$ cat src/rtl/hdr_in_fifo_pkg.sv
// Shared byte-bus width and maximum header length for the ingress header path.
package hdr_in_fifo_pkg;
   localparam int unsigned ByteW     = 8;
   localparam int unsigned HdrMaxLen = 64;

   typedef logic [ByteW-1:0] byte_t;
endpackage

$ cat src/rtl/hdr_in_fifo.sv
// Ingress header buffer: captures the first HDR_LEN bytes of each packet into DEPTH slots
// and presents the oldest header to the packet processor; packets arriving while full are dropped.
module hdr_in_fifo
   import hdr_in_fifo_pkg::*;
#(
   parameter int unsigned HDR_LEN = HdrMaxLen,
   parameter int unsigned DEPTH   = 4
) (
   input  logic        clk,
   input  logic        rst,
   input  logic        s_valid_i,
   input  byte_t       s_data_i,
   input  logic        s_last_i,
   output logic        empty_o,
   input  logic        rd_i,
   output byte_t       hdr_o [HDR_LEN],
   output logic [15:0] pkt_len_o,
   output logic [31:0] drop_cnt_o
);

   localparam int unsigned PtrW = (DEPTH > 1) ? $clog2(DEPTH) : 1;
   localparam logic [PtrW:0] Full = (PtrW + 1)'(DEPTH);

   typedef enum logic [1:0] {StIdle, StCapture, StDrop} state_e;

   state_e            state_q, state_d;
   logic [PtrW-1:0]   wr_ptr_q, wr_ptr_d;
   logic [PtrW-1:0]   rd_ptr_q, rd_ptr_d;
   logic [PtrW:0]     count_q, count_d;
   logic [15:0]       bcnt_q, bcnt_d;
   logic [31:0]       drop_cnt_q, drop_cnt_d;
   byte_t             slot_q [DEPTH][HDR_LEN];
   byte_t             slot_d [DEPTH][HDR_LEN];
   logic [15:0]       len_q [DEPTH];
   logic [15:0]       len_d [DEPTH];

   logic        first, full, pop, commit;
   logic [15:0] bcnt_inc;

   assign empty_o  = (count_q == '0);
   assign full     = (count_q == Full);
   assign first    = s_valid_i && (state_q == StIdle);
   assign pop      = rd_i && !empty_o;
   assign commit   = s_valid_i && s_last_i && ((first && !full) || (state_q == StCapture));
   assign bcnt_inc = (bcnt_q == 16'hFFFF) ? bcnt_q : bcnt_q + 16'd1;

   always_comb begin
      state_d    = state_q;
      wr_ptr_d   = wr_ptr_q;
      rd_ptr_d   = rd_ptr_q;
      count_d    = count_q;
      bcnt_d     = bcnt_q;
      drop_cnt_d = drop_cnt_q;
      slot_d     = slot_q;
      len_d      = len_q;

      unique case (state_q)
         StIdle: begin
            if (s_valid_i) begin
               if (!full) begin
                  // First byte lands at index 0; the rest of the slot is cleared for zero-padding.
                  for (int unsigned i = 0; i < HDR_LEN; i++) begin
                     slot_d[wr_ptr_q][i] = (i == 0) ? s_data_i : '0;
                  end
                  bcnt_d = 16'd1;
                  if (s_last_i) len_d[wr_ptr_q] = 16'd1;
                  else          state_d = StCapture;
               end else if (s_last_i) begin
                  drop_cnt_d = drop_cnt_q + 32'd1;
               end else begin
                  state_d = StDrop;
               end
            end
         end
         StCapture: begin
            if (s_valid_i) begin
               for (int unsigned i = 0; i < HDR_LEN; i++) begin
                  if (bcnt_q == 16'(i)) slot_d[wr_ptr_q][i] = s_data_i;
               end
               bcnt_d = bcnt_inc;
               if (s_last_i) begin
                  len_d[wr_ptr_q] = bcnt_inc;
                  state_d         = StIdle;
               end
            end
         end
         StDrop: begin
            if (s_valid_i && s_last_i) begin
               drop_cnt_d = drop_cnt_q + 32'd1;
               state_d    = StIdle;
            end
         end
         default: state_d = StIdle;
      endcase

      if (commit) wr_ptr_d = wr_ptr_q + PtrW'(1);
      if (pop)    rd_ptr_d = rd_ptr_q + PtrW'(1);
      if (commit && !pop)      count_d = count_q + (PtrW + 1)'(1);
      else if (pop && !commit) count_d = count_q - (PtrW + 1)'(1);
   end

   always_ff @(posedge clk) begin
      if (rst) begin
         state_q    <= StIdle;
         wr_ptr_q   <= '0;
         rd_ptr_q   <= '0;
         count_q    <= '0;
         bcnt_q     <= '0;
         drop_cnt_q <= '0;
         for (int unsigned s = 0; s < DEPTH; s++) begin
            len_q[s] <= '0;
            for (int unsigned i = 0; i < HDR_LEN; i++) slot_q[s][i] <= '0;
         end
      end else begin
         state_q    <= state_d;
         wr_ptr_q   <= wr_ptr_d;
         rd_ptr_q   <= rd_ptr_d;
         count_q    <= count_d;
         bcnt_q     <= bcnt_d;
         drop_cnt_q <= drop_cnt_d;
         slot_q     <= slot_d;
         len_q      <= len_d;
      end
   end

   assign hdr_o      = slot_q[rd_ptr_q];
   assign pkt_len_o  = len_q[rd_ptr_q];
   assign drop_cnt_o = drop_cnt_q;

endmodule

$ cat config.mk
export PLATFORM = sky130hd
export DESIGN_NAME = hdr_in_fifo
export DESIGN_NICKNAME = d
export VERILOG_FILES = /design/src/rtl/hdr_in_fifo_pkg.sv /design/src/rtl/hdr_in_fifo.sv
export SDC_FILE = /design/constraint.sdc
export NUM_CORES = 2
export LEC_CHECK = 0
export ABC_CLOCK_PERIOD_IN_PS = 5100
export BUFFER_PORTS_ARGS = -buffer_cell sky130_fd_sc_hd__buf_2
export CORE_MARGIN = 2
export CORE_UTILIZATION = 65
export DETAILED_ROUTE_END_ITERATION = 8
export HOLD_SLACK_MARGIN = 0.1
export PLACE_DENSITY_LB_ADDON = 0.05
export SLEW_MARGIN = 40
export SYNTH_ARGS = -nofsm -noshare
export SYNTH_HDL_FRONTEND = slang
export SYNTH_SLANG_ARGS = --single-unit
$ cat constraint.sdc
create_clock -name clk -period 5.1 [get_ports clk]
set_input_delay 0.255 -clock clk [delete_from_list [all_inputs] [get_ports clk]]
set_output_delay 0.255 -clock clk [all_outputs]
set_load 0.01 [all_outputs]
==> results.py <==
metrics = {
    "clock_network": {
        "cts_tree": "yes",
        "cts_max_level": 4,
        "clock-sinks": 2169,
        "cts_setup_buffers": 0,
        "path_clk_slew_ns": 0.06,
        "clockRootBuffer": "clkbuf_16",
        "post_cts_resized": 0,
        "cts_buffers": 209,
        "cts_buffer_depth": 3,
        "clk_latency_ns": 0.85,
    },
    "floorplan": {
        "dieArea_mm2": 0.1288,
        "die_h_um": 358.9,
        "coreArea_mm2": 0.1252,
        "initial_core_util_pct": 65.38,
        "die_x_um": 358.9,
        "rows": 130,
        "io_pins": 574,
    },
    "logic_synthesis": {
        "synth_top_area_share_pct": 53.03,
        "synth_top_cell_by_area": "dfxtp_1",
        "avgSynthCellArea_um2": 11.91,
        "synthesis.area_mm2": 0.08188,
        "synth_cell_types": 62,
        "synthCells": 6877,
        "ys_seq_area_share_pct": 53.03,
        "synth_ff_type": "dfxtp_1",
        "synth_edf_count": 0,
        "synth_most_common_cell": "dfxtp_1",
        "netlist_top_cells_count": "2,169 x dfxtp_1, 871 x o2bb2ai_1, 859 x a22o_1",
        "ys_warn_count": 0,
        "syn_nets": 6901,
        "async_reset_ff_share_pct": 0,
        "ys_seq_elements": 2169,
        "netlist_top_cells_area": "dfxtp_1 53%, mux4_2 15%, o2bb2ai_1 9.3%",
    },
    "global_routing": {
        "grt_pass1_vias": 64647,
        "grt_max_degree": 122,
        "track_usage_pct": 47.12,
        "grt_pass1_wl_um": 448500,
        "grt.overflow.total": 0,
        "antenna_found_initial": 17,
    },
    "critical_path": {
        "critPathMaxFanout": 36,
        "endpoint_kind": "register",
        "r2r_slack_ns": 1.48,
        "path_cells": "nor4_4 > buf_4 > nand4_1 > buf_4 > o21ai_1 > nand2_1 > o2bb2ai_1",
        "crit_required_ns": 5.79,
        "worst-path-buf-inv": 2,
        "start_kind": "register",
        "crit_family": "simple AND/OR/NAND/NOR gates",
        "worstSetupPathType": "register to register",
        "critPathMostFrequentCell": "buf_4",
        "cp.arrival_ns": 4.31,
        "slowest_delay_ns": 0.74,
        "critPathSlowestCell": "o21ai_1",
    },
    "final_layout": {
        "drive_above_1_share_pct": 22.66,
        "seqCellArea_mm2": 0.04343,
        "layout.cells.non_filler": 9126,
        "fin_nets": 7311,
        "fillers": 8416,
        "multi_input_area_mm2": 0.03667,
        "syn2layout_area_growth_pct": 15.00,
    },
    "detailed_routing": {
        "drt-initial-drc-count": 11068,
        "postRouteAntennaNets": 0,
        "firstDrtPassIters": 6,
        "wl_per_cell_um": 34.27,
        "drt-total-wl_um": 312700,
        "drc_errors": 0,
        "post_drt_via_cell_ratio": 7.494,
        "via_count": 68387,
    },
    "sta": {
        "period_minus_slack_ns": 3.616,
        "finalCritPeriodShare_pct": 70.91,
        "hold_violations": 0,
        "worst_pin_slew_ns": 0.9944,
        "fin_tns_setup_ns": 0,
        "final_max_slew_viol_count": 0,
        "skew_ns": 0.02505,
        "rsz0062_at_grt": "false",
        "fin_ws_ns": 1.484,
        "setup_viol": 0,
        "slew_headroom_pct": 33.71,
        "max_freq_mhz": 276.5,
    },
    "run_status": {
        "status": "completed",
    },
    "placed_design": {
        "io_buffers": 573,
        "dp_slack_ns": 1.633,
        "gp_congestion": 0.9304,
        "place_hpwl_um": 194100,
        "dp.cells": 8708,
    },
    "flow_run": {
        "maxCapViolCount": 0,
    },
    "pwr": {
        "worst_ir_drop_vdd_uv": 397.2,
        "leakagePower_nw": 34.45,
        "p_per_area_mw_per_mm2": 400.3,
    },
    "min_path": {
        "hold_path_class": "primary input to register",
    },
}
[placed cells by master (no fill, tap or decap), types with 9 or more instances in the layout]
cell           count
o21ai_0          340
nor3_1            16
buf_4            122
xnor2_1           13
diode_2           12
inv_1             16
clkbuf_1          44
nand2_1          655
ha_1              10
a21oi_1           47
nor4_1            11
or3_1             10
nand3b_1          11
bufinv_16         14
xor2_1            20
buf_12            35
clkinv_2          44
o2bb2ai_1        871
o21ai_1           79
dfxtp_1         2166
mux4_2           528
mux2i_1           37
clkbuf_8          64
o31ai_1            9
or4_1             10
nand4_1           51
dlygate4sd3_1     13
a22o_1           859
buf_2            572
nor2_1           308
nand3_4           10
nand3_1           90
and3_1            12
nor4_2            11
clkbuf_16        217
[registers in the layout (all words and copies together), names as in the netlist]
| signal | cells |
|---|---|
| slot_q | 2048 |
| drop_cnt_o | 32 |
| bcnt_q | 16 |
| len_q | 64 |
| state_q | 2 |
| count_q | 3 |
| wr_ptr_q | 2 |
| rd_ptr_q | 2 |
[worst paths after layout]
| kind | cells past startpoint | to | start |
|---|---|---|---|
| max reg2reg | 7 | slot_q[1076]$_SDFFE_PP0P_ | bcnt_q[15]$_SDFFE_PP0P_ |
| min | 5 | rd_ptr_q[1]$_SDFFE_PP0P_ | rd_i |
| max | 7 | slot_q[1076]$_SDFFE_PP0P_ | bcnt_q[15]$_SDFFE_PP0P_ |
| min reg2reg | 2 | slot_q[149]$_SDFFE_PP0P_ | slot_q[149]$_SDFFE_PP0P_ |
[through the flow]
| step | total power (W) | instance area [um2] | hold slack [ns] | utilization, % |
|---|---|---|---|---|
| 3_3_place_gp | 0.02174 | 86480 | 0.4275 | 69.05 |
| 6_report | 0.03769 | 94160 | 0.3524 | 75.18 |
| 5_1_grt | 0.03841 | 94130 | 0.4091 | 75.16 |
| 3_5_place_dp | 0.02180 | 86740 | 0.4367 | 69.26 |
| 4_1_cts | 0.03750 | 94040 | 0.3388 | 75.08 |
| 2_1_floorplan | 0.02038 | 81880 | 0.4198 | - |
[power breakdown]
part,internal (W),switching (W)
clock network,0.00940,0.00675
registers,0.0170,0.0000943
logic,0.00145,0.00302
total,0.0278,0.00987
[final cells by class]
type	instances	area share (%)
diodes	12	0.03189
clock buffers	325	6.878
clock inverters	63	0.7361
inverters	17	0.06777
multi-input cells	4140	38.94
flip-flops and latches	2169	46.12
well taps	1650	2.192
repair buffers	750	5.029
[timing repair]
| action | CTS | global route |
|---|---|---|
| hold endpoints to repair | 69 | 0 |
| setup endpoints to repair | 0 | 0 |
| hold buffers | 13 | 0 |
[kinds of logic after synthesis]
group                    Yosys count  synth area share, %
XOR/XNOR                          33               0.3530
AND/OR/NAND/NOR                 1281                6.860
AO/OA/AOI/OAI                   2250                21.90
adder cells (fa/ha/maj)           11               0.1773
buffers and inverters            568                2.700
multiplexers                     565                14.98
flip-flops                      2169                53.03
[worst min-delay path: cells and delay by family]
family,cells,cell delay [ns]
XOR/XNOR,1,0.06
buffers and inverters,2,0.67
AND/OR/NAND/NOR,2,0.17
[metal layers]
metal  share of wire, %  GRT usage, %
met5              0.026             0
met4                7.5         30.39
met3                 15         16.87
met2                 41         65.62
met1                 36         62.26
No activity file was read; power rests on OpenSTA's default activity.
